<file path="config.mk">
export PLATFORM = sky130hd
export DESIGN_NAME = ds18b20_seq
export DESIGN_NICKNAME = d
export VERILOG_FILES = /design/src/rtl/ds18b20_seq.sv
export SDC_FILE = /design/constraint.sdc
export NUM_CORES = 1
export LEC_CHECK = 0
export CORE_MARGIN = 2
export CORE_UTILIZATION = 45
export CTS_BUF_LIST = sky130_fd_sc_hd__clkbuf_4 sky130_fd_sc_hd__clkbuf_8
export DETAILED_ROUTE_END_ITERATION = 8
export PLACE_DENSITY_LB_ADDON = 0.2
export SETUP_SLACK_MARGIN = 0.02
export SYNTH_ARGS = -nofsm -noshare
export SYNTH_HDL_FRONTEND = slang
export SYNTH_SLANG_ARGS = --single-unit
</file>
<file path="constraint.sdc">
create_clock -name clk -period 2.6 [get_ports clk]
set_input_delay 0.52 -clock clk [delete_from_list [all_inputs] [get_ports clk]]
set_output_delay 0.52 -clock clk [all_outputs]
set_load 0.05 [all_outputs]
</file>
<file path="src/rtl/ds18b20_seq.sv">
// ds18b20_seq: command sequencer that sits in front of the 1-Wire byte engine.
// On start it runs one DS18B20 conversion (reset, skip ROM, convert, wait,
// reset, skip ROM, read scratchpad, N_RD byte reads), checks the Dallas CRC8
// and presents the 16-bit temperature.
//
// Ports
//   clk, reset_n          system clock, synchronous active-low reset
//   start                 1-cycle measurement request, ignored unless idle
//   busy, done            run in progress / 1-cycle end-of-run pulse
//   temp, temp_valid      scratchpad {byte1, byte0}, valid after a good run
//   crc_err, no_device    status of the last run
//   ow_reset, ow_write_byte, ow_read_byte, ow_in_byte   strobes/data to one_wire
//   ow_out_byte, ow_busy, ow_presense                   results from one_wire
//
// state | meaning
// IDLE  | waiting for start
// RST1  | first bus reset + presence check
// SKIP1 | write 0xCC (skip ROM)
// CONV  | write 0x44 (convert T)
// WAIT  | conversion time, CONV_WAIT cycles
// RST2  | second bus reset + presence check
// SKIP2 | write 0xCC
// RDCMD | write 0xBE (read scratchpad)
// RDB   | read scratchpad byte idx
// CRC   | fold the captured byte into the CRC, one bit per cycle
// CHK   | compare CRC, publish temperature
// DONE  | 1-cycle success pulse
// ERR   | 1-cycle failure pulse

module ds18b20_seq #(
  parameter int unsigned CONV_WAIT = 18000000,
  parameter int unsigned N_RD      = 9
) (
  input  logic        clk,
  input  logic        reset_n,
  input  logic        start,
  output logic        busy,
  output logic        done,
  output logic [15:0] temp,
  output logic        temp_valid,
  output logic        crc_err,
  output logic        no_device,
  output logic        ow_reset,
  output logic        ow_write_byte,
  output logic        ow_read_byte,
  output logic [7:0]  ow_in_byte,
  input  logic [7:0]  ow_out_byte,
  input  logic        ow_busy,
  input  logic        ow_presense
);

  typedef enum logic [3:0] {
    S_IDLE, S_RST1, S_SKIP1, S_CONV, S_WAIT, S_RST2, S_SKIP2,
    S_RDCMD, S_RDB, S_CRC, S_CHK, S_DONE, S_ERR
  } state_e;

  typedef enum logic [1:0] {PH_ISSUE, PH_ACK, PH_FIN} phase_e;

  localparam logic [24:0] WAIT_LAST = 25'(CONV_WAIT - 1);
  localparam logic [3:0]  I_LAST    = 4'(N_RD - 1);
  localparam bit          CHECK_CRC = (N_RD == 9);

  state_e      state_q, state_d;
  phase_e      ph_q, ph_d;
  logic [1:0]  ack_q, ack_d;
  logic [24:0] wait_q, wait_d;
  logic [3:0]  idx_q, idx_d;
  logic [2:0]  bit_q, bit_d;
  logic [7:0]  crc_q, crc_d;
  logic [7:0]  sh_q, sh_d;
  logic [7:0]  b0_q, b0_d, b1_q, b1_d;
  logic [15:0] temp_q, temp_d;
  logic        tv_q, tv_d, crc_err_q, crc_err_d, nodev_q, nodev_d;
  logic        busy_q, busy_d, done_q, done_d;

  logic is_op, strobe, op_fin, do_step, go_done, go_err;

  always_ff @(posedge clk) begin
    if (!reset_n) begin
      state_q   <= S_IDLE;
      ph_q      <= PH_ISSUE;
      ack_q     <= '0;
      wait_q    <= '0;
      idx_q     <= '0;
      bit_q     <= '0;
      crc_q     <= '0;
      sh_q      <= '0;
      b0_q      <= '0;
      b1_q      <= '0;
      temp_q    <= '0;
      tv_q      <= 1'b0;
      crc_err_q <= 1'b0;
      nodev_q   <= 1'b0;
      busy_q    <= 1'b0;
      done_q    <= 1'b0;
    end else begin
      state_q   <= state_d;
      ph_q      <= ph_d;
      ack_q     <= ack_d;
      wait_q    <= wait_d;
      idx_q     <= idx_d;
      bit_q     <= bit_d;
      crc_q     <= crc_d;
      sh_q      <= sh_d;
      b0_q      <= b0_d;
      b1_q      <= b1_d;
      temp_q    <= temp_d;
      tv_q      <= tv_d;
      crc_err_q <= crc_err_d;
      nodev_q   <= nodev_d;
      busy_q    <= busy_d;
      done_q    <= done_d;
    end
  end

  always_comb begin
    state_d   = state_q;
    ph_d      = ph_q;
    ack_d     = ack_q;
    wait_d    = wait_q;
    idx_d     = idx_q;
    bit_d     = bit_q;
    crc_d     = crc_q;
    sh_d      = sh_q;
    b0_d      = b0_q;
    b1_d      = b1_q;
    temp_d    = temp_q;
    tv_d      = tv_q;
    crc_err_d = crc_err_q;
    nodev_d   = nodev_q;
    busy_d    = busy_q;
    done_d    = 1'b0;
    do_step   = 1'b0;
    go_done   = 1'b0;
    go_err    = 1'b0;

    is_op  = state_q inside {S_RST1, S_SKIP1, S_CONV, S_RST2, S_SKIP2, S_RDCMD, S_RDB};
    // Strobes wait for the engine to be idle, which also covers an op left
    // running in one_wire across our own reset.
    strobe = is_op && (ph_q == PH_ISSUE) && !ow_busy;
    op_fin = is_op && (ph_q == PH_FIN) && !ow_busy;

    ow_reset      = strobe && (state_q inside {S_RST1, S_RST2});
    ow_write_byte = strobe && (state_q inside {S_SKIP1, S_CONV, S_SKIP2, S_RDCMD});
    ow_read_byte  = strobe && (state_q == S_RDB);
    // Decoded from state so it stays stable for the whole op.
    case (state_q)
      S_SKIP1, S_SKIP2: ow_in_byte = 8'hCC;
      S_CONV:           ow_in_byte = 8'h44;
      S_RDCMD:          ow_in_byte = 8'hBE;
      default:          ow_in_byte = 8'h00;
    endcase

    if (is_op) begin
      case (ph_q)
        PH_ISSUE: if (!ow_busy) begin
          ph_d  = PH_ACK;
          ack_d = '0;
        end
        PH_ACK: begin
          if (ow_busy)              ph_d = PH_FIN;
          else if (ack_q == 2'd3)   ph_d = PH_ISSUE;   // strobe lost, retry
          else                      ack_d = ack_q + 2'd1;
        end
        default: if (!ow_busy) ph_d = PH_ISSUE;
      endcase
    end

    case (state_q)
      S_IDLE: if (start && !ow_busy) begin
        state_d   = S_RST1;
        busy_d    = 1'b1;
        tv_d      = 1'b0;
        crc_err_d = 1'b0;
        nodev_d   = 1'b0;
      end
      S_RST1, S_RST2: if (op_fin) begin
        if (!ow_presense) begin
          nodev_d = 1'b1;
          go_err  = 1'b1;
        end else begin
          state_d = (state_q == S_RST1) ? S_SKIP1 : S_SKIP2;
        end
      end
      S_SKIP1: if (op_fin) state_d = S_CONV;
      S_CONV: if (op_fin) begin
        state_d = S_WAIT;
        wait_d  = '0;
      end
      S_WAIT: begin
        if (wait_q >= WAIT_LAST) state_d = S_RST2;
        else                     wait_d  = wait_q + 25'd1;
      end
      S_SKIP2: if (op_fin) state_d = S_RDCMD;
      S_RDCMD: if (op_fin) begin
        state_d = S_RDB;
        idx_d   = '0;
        crc_d   = '0;
      end
      S_RDB: if (op_fin) begin
        sh_d = ow_out_byte;
        if (idx_q == 4'd0) b0_d = ow_out_byte;
        if (idx_q == 4'd1) b1_d = ow_out_byte;
        if (CHECK_CRC && (idx_q <= 4'd7)) begin
          state_d = S_CRC;
          bit_d   = '0;
        end else begin
          do_step = 1'b1;
        end
      end
      S_CRC: begin
        // Reflected Dallas polynomial, LSB first; sh_q shifts out the data bits.
        crc_d = {1'b0, crc_q[7:1]} ^ ((crc_q[0] ^ sh_q[0]) ? 8'h8C : 8'h00);
        sh_d  = {1'b0, sh_q[7:1]};
        if (bit_q == 3'd7) do_step = 1'b1;
        else               bit_d   = bit_q + 3'd1;
      end
      S_CHK: begin
        // sh_q still holds byte 8 here: the last byte is never shifted.
        if (CHECK_CRC && (crc_q != sh_q)) begin
          crc_err_d = 1'b1;
          go_err    = 1'b1;
        end else begin
          temp_d  = {b1_q, b0_q};
          tv_d    = 1'b1;
          go_done = 1'b1;
        end
      end
      default: state_d = S_IDLE;
    endcase

    if (do_step) begin
      if (idx_q == I_LAST) begin
        state_d = S_CHK;
      end else begin
        idx_d   = idx_q + 4'd1;
        state_d = S_RDB;
      end
    end

    if (go_done || go_err) begin
      state_d = go_err ? S_ERR : S_DONE;
      done_d  = 1'b1;
      busy_d  = 1'b0;
    end
  end

  assign busy       = busy_q;
  assign done       = done_q;
  assign temp       = temp_q;
  assign temp_valid = tv_q;
  assign crc_err    = crc_err_q;
  assign no_device  = nodev_q;

endmodule

</file>
==> parameters.txt, run 1 <==
Parameter                              Value

Clock tree
  CTS tree ... built
  Deepest level of the CTS H-tree ... 3
  Clock latency on the worst-skew pair ... 370 ps
  Number of buffers created by CTS ... 9
  Clock Tree Root ... sky130_fd_sc_hd__clkbuf_8
  PostCTS Resize Cnt ... 0
  Cts hold-fix bufs ... 0
  Post-CTS repair timing setup buffer count ... 0
  Num Clock Sinks ... 93
  Longest Clk Path Bufs ... 2
  Clock edge transition at the registers on the reported setup and hold paths ... 100 ps

Worst setup path
  Setup crit start kind ... flip-flop
  Capture instance of the worst register-to-register path ... wait_q[1]$_SDFFE_PN0P_
  Data arrival time of the critical path ... 2720 ps
  Critical path capture point ... wait_q[1]$_SDFFE_PN0P_
  Crit path kind ... reg2reg
  Cells along the critical path ... or4b_1 -> nor4b_2 -> a31oi_2 -> o22ai_2 -> buf_4 -> mux2i_1 -> nor2_1
  Beginning of the worst register-to-register path ... wait_q[14]$_SDFFE_PN0P_
  Cell with the largest stage delay on the worst path ... sky130_fd_sc_hd__or4b_1
  Launching instance or port of the critical path ... wait_q[14]$_SDFFE_PN0P_
  Slowest Stage Delay on Critical Path ... 530 ps
  Req. time, crit path ... 2870 ps
  Crit path max fanout ... 9
  FF-to-FF path depth ... 7
  CP Capture Type ... flip-flop
  Worst setup slack for register-to-register paths ... 160 ps

Die
  Count of standard-cell rows ... 36
  Floorplan core area ... 9860 um2
  Horizontal die dimension ... 105 um
  Number of placed I/O pins ... 45
  Die outline height ... 105 um
  Area of the die ... 11000 um2
  Starting density of the core ... 46.6%

Yosys
  Post-synthesis cell type with the largest combined area ... sky130_fd_sc_hd__dfxtp_1
  Sequential share of the synthesized area ... 40.5%
  Number of synthesized register bits ... 93
  Share of synthesized flip-flops with an asynchronous set or reset ... 0%
  Top-area cell type share of the netlist area ... 40.5%
  Post-Syn Area ... 4600 um2
  Cells after synthesis ... 538
  Number of distinct library cell variants in the gate-level netlist after synthesis ... 62
  Synth cell count leaders ... sky130_fd_sc_hd__dfxtp_1 (93), sky130_fd_sc_hd__nor2_1 (63), sky130_fd_sc_hd__mux2i_1 (55), sky130_fd_sc_hd__nand2_1 (55), sky130_fd_sc_hd__a21oi_1 (45)
  Ranking of synthesized cells by area ... sky130_fd_sc_hd__dfxtp_1 (40%), sky130_fd_sc_hd__mux2i_1 (12%), sky130_fd_sc_hd__nor2_1 (5.1%)
  Leading cell type by number of instances after synthesis ... sky130_fd_sc_hd__dfxtp_1
  Number of flops mapped to enable cells by yosys ... 0
  Yosys warns ... 0
  Post-synth net total ... 558
  Most used flip-flop cell after synthesis ... sky130_fd_sc_hd__dfxtp_1
  Avg Inst Size Synth ... 8.55 um2

Timing
  Final number of hold-violating endpoints ... 0
  Setup Viol. Count Final ... 0
  Number of pins with negative max-slew slack in the final report ... 0
  Crit path time final ... 2440 ps
  Setup repair after global routing missed its margin ... no
  Final worst hold slack ... 461 ps
  Maximum achievable frequency ... 409 MHz
  Minimum setup slack in the final design ... 157 ps
  Transition time at the pin with the least slew margin ... 780 ps
  Final clock period utilization by the worst path ... 94.0%
  Post-Route Skew ... 11.7 ps
  Total negative slack ... 0 ps
  Max transition margin ... 47.3%

Detailed routing
  Via Count ... 4016
  Drc violations ... 0
  Routed wire length ... 10700 um
  First drt pass iteration count ... 5
  Routed via count divided by cell count ... 5.55
  First DRT Iteration DRCs ... 233
  Routed WL per cell ... 14.8 um
  Number of routed nets with antenna violations ... 0

Placed design
  Worst-case setup slack after placement ... 105 ps
  Detailed-placement wirelength estimate ... 7690 um
  Gp weighted congestion ... 0.858
  Instance area at placement ... 5310 um2
  Count of input and output buffers ... 43
  Number of instances in the placed design ... 708

Power and ir drop
  Worst vdd rail ir drop ... 0.341 mV
  Static power due to leakage ... 2.16 nW
  Power per unit of standard cell area ... 575 nW/um2

Hold path
  Class of the most critical hold timing path ... reg2reg

Global route
  Pin count of the biggest net entering global routing ... 33
  Global routing usage summed across all routing layers ... 20.1%
  Global-route wire length before repair ... 18200 um
  Number of global-route vias before repair ... 3864
  GRT Residual Overflow ... 0
  Antenna violations before repair ... 0

Layout
  Relative area change from synthesis to final layout ... 20.3%
  Cell area after layout ... 5540 um2
  FF/Latch Area ... 1860 um2
  Total number of nets in the final design ... 606
  Fraction of final layout cells with drive strength greater than 1 ... 11.8%
  Post-route insts no fill ... 724
  Multi-input logic area ... 2560 um2
  Filler Cells Inserted ... 893
  Antenna diodes ... 0

Run
  Number of maximum-capacitance constraint violations ... 0

Run status
  Outcome ... finished clean
kinds of logic after synthesis:
group                      synth area share, %
xor gates and xnor gates                  2.67
adders and majority gates                 1.90
AOI/OAI and AO/OA                         15.6
buffers and inverters                     4.05
muxes                                     12.0
and+or+nand+nor                           23.3
other                                   0.0815
DFF                                       40.5
state kept, by name, indices dropped and copies added (netlist names), 2 cells and up, named ones only:
name     flops
b0_q         8
idx_q        3
sh_q         8
crc_q        8
bit_q        3
state_q      4
b1_q         8
temp        16
ph_q         2
ack_q        2
wait_q      25
placed cells by master (no fill, tap or decap), types with 3 or more instances in the layout:
cell type | netlist | layout
sky130_fd_sc_hd__clkdlybuf4s50_1 | 0 | 33
sky130_fd_sc_hd__or4_1 | 3 | 3
sky130_fd_sc_hd__mux2i_1 | 55 | 55
sky130_fd_sc_hd__inv_1 | 10 | 10
sky130_fd_sc_hd__nor4b_2 | 2 | 4
sky130_fd_sc_hd__clkbuf_8 | 0 | 9
sky130_fd_sc_hd__a21boi_1 | 4 | 4
sky130_fd_sc_hd__o21a_1 | 3 | 3
sky130_fd_sc_hd__nor2_1 | 63 | 63
sky130_fd_sc_hd__a211oi_1 | 7 | 7
sky130_fd_sc_hd__o21ai_0 | 7 | 7
sky130_fd_sc_hd__and3_1 | 4 | 4
sky130_fd_sc_hd__buf_12 | 0 | 6
sky130_fd_sc_hd__nor3_1 | 10 | 10
sky130_fd_sc_hd__o211ai_1 | 8 | 8
sky130_fd_sc_hd__xor2_1 | 12 | 12
sky130_fd_sc_hd__a21oi_1 | 45 | 45
sky130_fd_sc_hd__nand4_1 | 10 | 10
sky130_fd_sc_hd__dfxtp_1 | 93 | 93
sky130_fd_sc_hd__nor3b_1 | 4 | 4
sky130_fd_sc_hd__or3_1 | 16 | 16
sky130_fd_sc_hd__nand3_1 | 26 | 26
sky130_fd_sc_hd__o21ai_1 | 8 | 8
sky130_fd_sc_hd__ha_1 | 7 | 7
sky130_fd_sc_hd__buf_4 | 4 | 30
sky130_fd_sc_hd__nor4_1 | 4 | 4
sky130_fd_sc_hd__a2111o_1 | 4 | 4
sky130_fd_sc_hd__nand2_1 | 55 | 55
critical path, delay by kind of cell, from the launching register on:
kind	cells	cell delay, ps
buf+inv	1	210
compound gates	2	630
mux	1	190
flops	1	360
simple gates	3	960
routing by layer:
metal	part of all wire [%]	GRT usage (%)	wire [um]
met4	1.5	6.95	165
met1	46	26.5	4930
met3	4.9	3.81	522
met2	47	32.7	5070
met5	0	0	0
how the worst min path moves through the flow:
| stage | startpoint | to | slack [ps] | depth (start not counted) |
|---|---|---|---|---|
| after floorplan | crc_q[1]$_SDFFE_PN0P_ | crc_q[0]$_SDFFE_PN0P_ | 460 | 2 |
| after global placement | temp_valid$_SDFFE_PN0P_ | temp_valid$_SDFFE_PN0P_ | 440 | 2 |
| after detailed placement | temp_valid$_SDFFE_PN0P_ | temp_valid$_SDFFE_PN0P_ | 450 | 2 |
| after CTS | temp_valid$_SDFFE_PN0P_ | temp_valid$_SDFFE_PN0P_ | 460 | 2 |
| after global routing | temp_valid$_SDFFE_PN0P_ | temp_valid$_SDFFE_PN0P_ | 500 | 2 |
| final | temp_valid$_SDFFE_PN0P_ | temp_valid$_SDFFE_PN0P_ | 460 | 2 |
cell type report:
| type | instances | share of cell area [%] |
|---|---|---|
| Multi-Input combinational cell | 401 | 46.3 |
| Sequential cell | 93 | 33.6 |
| Timing Repair Buffer | 69 | 12.2 |
| Tap cell | 133 | 3.01 |
| Clock buffer | 9 | 2.24 |
| Clock inverter | 7 | 1.79 |
| Inverter | 12 | 0.814 |
through the flow:
step	util [%]	total power [mW]
after floorplan	-	1.95
after global placement	53.9	2.12
after detailed placement	53.9	2.13
after CTS	56.1	3.21
after global routing	56.1	3.33
final	56.1	3.18
report_power, final:
| group | internal [mW] | switching (mW) | leakage [nW] |
|---|---|---|---|
| combinational | 0.230 | 0.399 | 1.30 |
| clock | 0.546 | 0.531 | 0.110 |
| sequential | 1.45 | 0.0247 | 0.749 |
| total | 2.23 | 0.955 | 2.16 |
Note: power is estimated with default switching activity, not from simulation.
==> inputs of run 2 (changes only) <==
--- a/config.mk
+++ b/config.mk
@@ -11,6 +11,7 @@
 export DETAILED_ROUTE_END_ITERATION = 8
 export PLACE_DENSITY_LB_ADDON = 0.2
 export SETUP_SLACK_MARGIN = 0.02
+export SLEW_MARGIN = 15
 export SYNTH_ARGS = -nofsm -noshare
 export SYNTH_HDL_FRONTEND = slang
 export SYNTH_SLANG_ARGS = --single-unit
==> results of run 2 <==
No change in the layout: final DEF, timing and power equal those of run 1.
